[config.mk]
export PLATFORM = sky130hd
export DESIGN_NAME = nibble_serial_adder
export DESIGN_NICKNAME = d
export VERILOG_FILES = /design/src/rtl/nibble_serial_adder.sv
export SDC_FILE = /design/constraint.sdc
export NUM_CORES = 1
export LEC_CHECK = 0
export CAP_MARGIN = 40
export CORE_MARGIN = 2
export CORE_UTILIZATION = 52
export DETAILED_ROUTE_END_ITERATION = 7
export HOLD_SLACK_MARGIN = 0.02
export PLACE_DENSITY = 0.86
export SKIP_CTS_REPAIR_TIMING = 1
export SKIP_LAST_GASP = 1
export SLEW_MARGIN = 20
export SYNTH_ARGS = -nofsm -noshare
export SYNTH_HDL_FRONTEND = slang
export SYNTH_SLANG_ARGS = --single-unit
[constraint.sdc]
create_clock -name i_clk -period 5.3 [get_ports i_clk]
set_clock_uncertainty 0.15 [all_clocks]
set_input_delay 1.06 -clock i_clk [delete_from_list [all_inputs] [get_ports i_clk]]
set_output_delay 1.06 -clock i_clk [all_outputs]
set_load 0.02 [all_outputs]
[src/rtl/nibble_serial_adder.sv]
// Nibble-serial multi-word adder controller: streams operand nibbles LSB first
// through an external 4-bit adder and assembles the full-width sum and carry.
module nibble_serial_adder #(
    parameter int NIBBLES = 4
) (
    input  logic                 i_clk,
    input  logic                 i_reset,
    input  logic                 i_start,
    input  logic [4*NIBBLES-1:0] i_a_in,
    input  logic [4*NIBBLES-1:0] i_b_in,
    input  logic                 i_cin,
    output logic                 o_busy,
    output logic                 o_done,
    output logic [4*NIBBLES-1:0] o_sum,
    output logic                 o_cout,
    output logic [3:0]           o_add_a,
    output logic [3:0]           o_add_b,
    output logic                 o_add_c0,
    input  logic [3:0]           i_add_s,
    input  logic                 i_add_c4
);

    localparam int W  = 4 * NIBBLES;
    localparam int IW = (NIBBLES > 1) ? $clog2(NIBBLES) : 1;
    localparam logic [IW-1:0] LAST_IDX = IW'(NIBBLES - 1);

    typedef enum logic [1:0] {
        ST_IDLE = 2'd0,
        ST_BUSY = 2'd1,
        ST_DONE = 2'd2
    } state_t;

    state_t          r_state;
    logic [W-1:0]    r_a;
    logic [W-1:0]    r_b;
    logic            r_carry;
    logic            r_cout;
    logic            r_busy;
    logic            r_done;
    logic [IW-1:0]   r_idx;
    logic [3:0]      r_sum_nib [NIBBLES];
    logic [3:0]      w_a_nib   [NIBBLES];
    logic [3:0]      w_b_nib   [NIBBLES];
    logic            w_accept;
    logic            w_in_busy;

    assign w_accept  = (r_state == ST_IDLE) && i_start;
    assign w_in_busy = (r_state == ST_BUSY);

    // Per-slice operand views and sum slices; each slice is written only when idx selects it.
    generate
        for (genvar gi = 0; gi < NIBBLES; gi++) begin : g_slice
            assign w_a_nib[gi] = r_a[4*gi +: 4];
            assign w_b_nib[gi] = r_b[4*gi +: 4];
            assign o_sum[4*gi +: 4] = r_sum_nib[gi];

            always_ff @(posedge i_clk or posedge i_reset) begin
                if (i_reset) begin
                    r_sum_nib[gi] <= 4'h0;
                end else if (w_accept) begin
                    r_sum_nib[gi] <= 4'h0;
                end else if (w_in_busy && (r_idx == IW'(gi))) begin
                    r_sum_nib[gi] <= i_add_s;
                end
            end
        end
    endgenerate

    // Adder-facing drive is combinational so the adder result returns in the same cycle.
    always_comb begin
        o_add_a  = 4'h0;
        o_add_b  = 4'h0;
        o_add_c0 = 1'b0;
        if (w_in_busy) begin
            o_add_c0 = r_carry;
            for (int n = 0; n < NIBBLES; n++) begin
                if (r_idx == IW'(n)) begin
                    o_add_a = w_a_nib[n];
                    o_add_b = w_b_nib[n];
                end
            end
        end
    end

    always_ff @(posedge i_clk or posedge i_reset) begin
        if (i_reset) begin
            r_state <= ST_IDLE;
            r_a     <= '0;
            r_b     <= '0;
            r_carry <= 1'b0;
            r_cout  <= 1'b0;
            r_busy  <= 1'b0;
            r_done  <= 1'b0;
            r_idx   <= '0;
        end else begin
            case (r_state)
                ST_IDLE: begin
                    r_done <= 1'b0;
                    if (i_start) begin
                        r_a     <= i_a_in;
                        r_b     <= i_b_in;
                        r_carry <= i_cin;
                        r_cout  <= 1'b0;
                        r_idx   <= '0;
                        r_busy  <= 1'b1;
                        r_state <= ST_BUSY;
                    end
                end
                ST_BUSY: begin
                    r_carry <= i_add_c4;
                    if (r_idx == LAST_IDX) begin
                        r_cout  <= i_add_c4;
                        r_done  <= 1'b1;
                        r_state <= ST_DONE;
                    end else begin
                        r_idx <= r_idx + 1'b1;
                    end
                end
                ST_DONE: begin
                    r_done  <= 1'b0;
                    r_busy  <= 1'b0;
                    r_state <= ST_IDLE;
                end
                default: begin
                    r_done  <= 1'b0;
                    r_busy  <= 1'b0;
                    r_state <= ST_IDLE;
                end
            endcase
        end
    end

    assign o_busy = r_busy;
    assign o_done = r_done;
    assign o_cout = r_cout;

endmodule

After elaboration in Yosys (flattened, before gate mapping)
Cells that the tools add are included.
{ "word_totals": {"word_cells": 73, "output_inout_bits": 28, "input_bits": 41, "reg_bits": 56} }
{ "op_classes": {"bitwise": 1, "n_addsub": 1, "eq_ne": 7, "muxes": 34, "reduce_logical": 18} }
{ "ops": {"columns": ["operator", "n"], "rows": [
  ["$mux 4", 18],
  ["$reduce_bool 2->1", 5],
  ["$mux 2", 4],
  ["$pmux 2 s2", 2],
  ["$reduce_and 2->1", 4],
  ["$mux 1", 7],
  ["$pmux 1 s2", 3],
  ["$reduce_and 3->1", 2],
  ["$logic_and 1x1->1", 5],
  ["$eq 2x1->1 const B", 2],
  ["$eq 2x2->1 const B", 2],
  ["$logic_not 2->1", 2],
  ["$ne 2x2->1 const B", 2],
  ["$add 2x1->2 const B", 1],
  ["$ne 2x1->1 const B", 1],
  ["$not 1->1", 1]
]} }

Longest topological paths before layout
{ "logic_depth": {"depth_word": 6, "mapped_depth": 6} }

Worst setup path after synthesis
No wires, ideal clock.
{ "synth_timing": {"path_type": "register -> output", "startpoint": "register r_idx[0]", "endpoint": "output o_add_b[0]", "path_buffers": 1, "path_stages_with_launch": 7, "arrival_ns": 1.861, "slack_ns": 2.229, "t_required_ns": 4.090, "path_cell_list": "dfrtp_1 > inv_1 > ha_1 > nor2b_1 > buf_2 > a221oi_1 > o41ai_1"} }
{ "synth_via": {"elab_chain_cells": 6, "word_cells_on_any_way": 9, "classes_between": "3 x eq/ne; 5 x mux; 1 x reduce/logical"} }
{ "synth_rtl": {"columns": ["item", "line", "source"], "rows": [
  ["from (decl)", "40", "logic [IW-1:0] r_idx;"],
  ["from (signal assigned)", "116", "r_idx <= r_idx + 1'b1;"],
  ["$logic_not 2->1", "77", "if (r_idx == IW'(n)) begin"],
  ["$mux 4 (3 in series)", "77", null],
  ["$mux 4 (*)", "77", null],
  ["$mux 4 (*)", "74", "if (w_in_busy) begin"],
  ["to (decl)", "17", "output logic [3:0] o_add_b,"]
]} }
Every way passes the cells marked *; elsewhere a longest branch is shown, timed or not.

Worst setup path after layout
{ "layout_timing": {"startpoint": "register r_idx[0]", "endpoint": "output o_add_a[1]"} }
{ "layout_via": {"elab_chain_cells": 6, "word_cells_on_any_way": 9, "classes_between": "3 x eq/ne; 5 x mux; 1 x reduce/logical"} }
{ "layout_rtl": {"columns": ["item", "line", "source"], "rows": [
  ["$logic_not 2->1", "77", null],
  ["$mux 4 (3 in series)", "77", null],
  ["$mux 4 (*)", "77", null],
  ["$mux 4 (*)", "74", null],
  ["to (decl)", "16", "output logic [3:0] o_add_a,"]
]} }
Marked as above.

==> flow_metrics.py <==
metrics = {
    "clocking": {
        "insertion_delay_ns": 0.32,
        "cts-buffers-inserted": 5,
        "cts-root-buf": "clkbuf_8",
        "cts_tree": "yes",
        "clk_pin_slew_worst_paths_ns": 0.09,
        "clkSinkCount": 56,
        "htree_levels": 2,
        "clockBufferDepth": 2,
    },
    "detailed_routing": {
        "wirelength_microns": 6150,
        "avgRoutedWirePerCell_microns": 14.8,
        "num_vias": 2220,
        "viasPerCell": 5.34,
        "final_antenna_net_count": 0,
        "detail_route.iter0.violations": 145,
        "first_pass_iters": 4,
        "remaining_drc_errors": 0,
    },
    "grt": {
        "grt.overflow.total": 0,
        "gr-usage-all-layers_pct": 23.6,
        "grt_antenna_before_repair": 0,
        "grt_max_degree": 32,
        "grt_pass1_vias": 2161,
        "grt_pass1_wl_microns": 9900,
    },
    "logic_synthesis": {
        "avgSynthCellArea_sq_um": 8.91,
        "synth_seq_cells": 56,
        "synthCells": 289,
        "yosysUniqueCellTypes": 23,
        "synth_area_sq_um": 2580,
        "yosysSeqAreaShare_pct": 54.4,
        "yosys_warnings": 0,
        "synth_nets": 334,
    },
    "die": {
        "die_x_microns": 74.4,
        "io_pins": 69,
        "die_height_microns": 74.4,
        "rows": 25,
        "start_util_pct": 54.2,
        "core_sq_um": 4750,
        "dieArea_sq_um": 5530,
    },
    "timing": {
        "relSlewSlack_pct": 44.0,
        "fin_setup_tns_ns": 0,
        "hold_violations": 0,
        "final-setup-viol-count": 0,
        "timing.fmax_mhz": 233,
        "fin_ws_ns": 1.02,
        "period_needed_ns": 4.28,
        "slew_violations": 0,
        "worst_slew_pin_slew_ns": 0.839,
        "rsz0062_at_grt": "false",
        "finalCritPeriodShare_pct": 80.8,
    },
    "run": {
        "max_cap_violations": 0,
    },
    "setup_path": {
        "worstSetupStartpointType": "register",
        "critical_path_class": "register to primary output",
        "startpoint": "r_idx[0]",
        "crit_fanout": 14,
        "required_ns": 4.09,
        "reg2reg_from": "r_idx[0]",
        "end_kind": "primary output",
        "reg2regPathDepth": 4,
        "cp_data_arrival_time_ns": 3.07,
    },
    "power_and_ir_drop": {
        "p_per_area_nw_per_um2": 578,
        "peakVddDrop_v": 0.000390,
        "leakage_nw": 1.55,
        "total_power_mw": 1.95,
    },
    "final_layout": {
        "fillers": 379,
        "layout-drive-gt1-share_pct": 4.58,
        "final_nets": 393,
        "final_util_pct": 71.0,
        "area_growth_pct": 31.0,
        "antennaDiodeCount": 0,
    },
    "min_path": {
        "hp-class": "register to register",
        "hold_path.startpoint": "r_a[1]",
        "holdPathStages": 2,
    },
    "place": {
        "io_buffer_count": 68,
        "gp_congestion": 0.857,
        "dp_hpwl_microns": 4350,
        "post-place-ws_ns": 1.39,
    },
    "outcome": {
        "outcome": "finished clean",
    },
}
power by group:
part	internal [mW]	switching, mW
combinational	0.415	0.560
clock	0.107	0.137
sequential	0.611	0.120
total	1.13	0.818
worst max-delay path, stage by stage (launching register included):
cell and delay, ns:
dfrtp_1 0.43, ha_1 0.42, nor2b_1 0.64, a221oi_1 0.17
o41ai_1 0.42, clkdlybuf4s50_1 0.68
sequential cells by signal (all words and copies together), names as in the netlist:
signal	flops
r_carry	1
o_sum	16
r_a	16
o_busy	1
o_cout	1
r_state	2
o_done	1
r_b	16
r_idx	2
logic make-up (layout without fill, tap and decap cells):
family                     Yosys count  count (layout)  synth area share (%)
buffers and inverters               27              87                  6.17
adders and majority gates            4               4                  1.94
and+or+nand+nor                    166             166                  27.9
AOI/OAI and AO/OA                   35              35                  9.13
muxes                                1               1                 0.437
DFF                                 56              56                  54.4
path summary, 6_finish.rpt:
kind	end	slack (ns)
setup / recovery	o_add_a[1]	1.02
max in group asynchronous	r_b[3]	3.47
setup reg to reg	r_idx[0]	3.21
hold / removal	r_a[1]	0.34
hold reg to reg	r_a[1]	0.34
min in group asynchronous	o_sum[8]	0.96
synthesized netlist by cell type:
cell type  instances  area, sq um
nor3b_1            1         7.51
or3b_1             1         8.76
nand3b_1           4         30.0
clkbuf_1           6         22.5
o41ai_1            8         70.1
o21ai_1            1         5.00
buf_6              5         56.3
nor3b_2            1         12.5
nand2b_1           1         6.26
o21ai_0            1         5.00
nand3_1           27          135
dfrtp_1           56         1400
ha_1               4         50.1
mux2_2             1         11.3
a221oi_1           8         70.1
and2_1             1         6.26
a21oi_1           17         85.1
buf_2              7         35.0
nor2_1             5         18.8
buf_4              3         22.5
nand2_1          115          432
nor2b_1           10         62.6
inv_1              6         22.5
per-stage QoR:
stage	cells	hold slack [ns]	instance area (sq um)
floorplan	289	0.294	2580
global placement	404	0.308	3220
detailed placement	408	0.315	3280
CTS	416	0.340	3380
global route	416	0.354	3380
finish	416	0.336	3380
cell usage in the layout (no fill, tap or decap):
master,netlist,final
a21oi_1,17,17
a221oi_1,8,8
and2_1,1,1
buf_12,0,1
buf_4,3,1
buf_6,5,1
buf_8,0,2
clkbuf_1,6,1
clkbuf_8,0,6
clkdlybuf4s50_1,0,68
clkinvlp_4,0,1
dfrtp_1,56,56
ha_1,4,4
inv_1,6,5
inv_2,0,1
mux2_2,1,1
nand2_1,115,115
nand2b_1,1,1
nand3_1,27,27
nand3b_1,4,4
nor2_1,5,5
nor2b_1,10,9
nor2b_2,0,1
nor3b_1,1,1
nor3b_4,0,1
o21ai_0,1,1
o21ai_1,1,1
o41ai_1,8,8
or3b_1,1,1
metal layers:
| metal | track usage (%) | vias to the layer above | routed length (microns) |
|---|---|---|---|
| met4 | 8.93 | 0 | 126 |
| met1 | 30.6 | 1047 | 2610 |
| met2 | 39.4 | 91 | 3030 |
| met3 | 4.47 | 14 | 388 |
| li1 | - | 1068 | - |
| met5 | 0 | - | 0 |
cell type report:
cell class | count | area (sq um) | share of cell area (%)
multi-input combinational | 206 | 1020 | 30.4
inverter | 6 | 22.5 | 0.667
timing repair buffer | 73 | 749 | 22.2
sequential | 56 | 1400 | 41.5
clock inverter | 1 | 7.51 | 0.222
tap | 67 | 83.8 | 2.48
clock buffer | 7 | 86.3 | 2.56
Note: power is estimated with default switching activity, not from simulation.
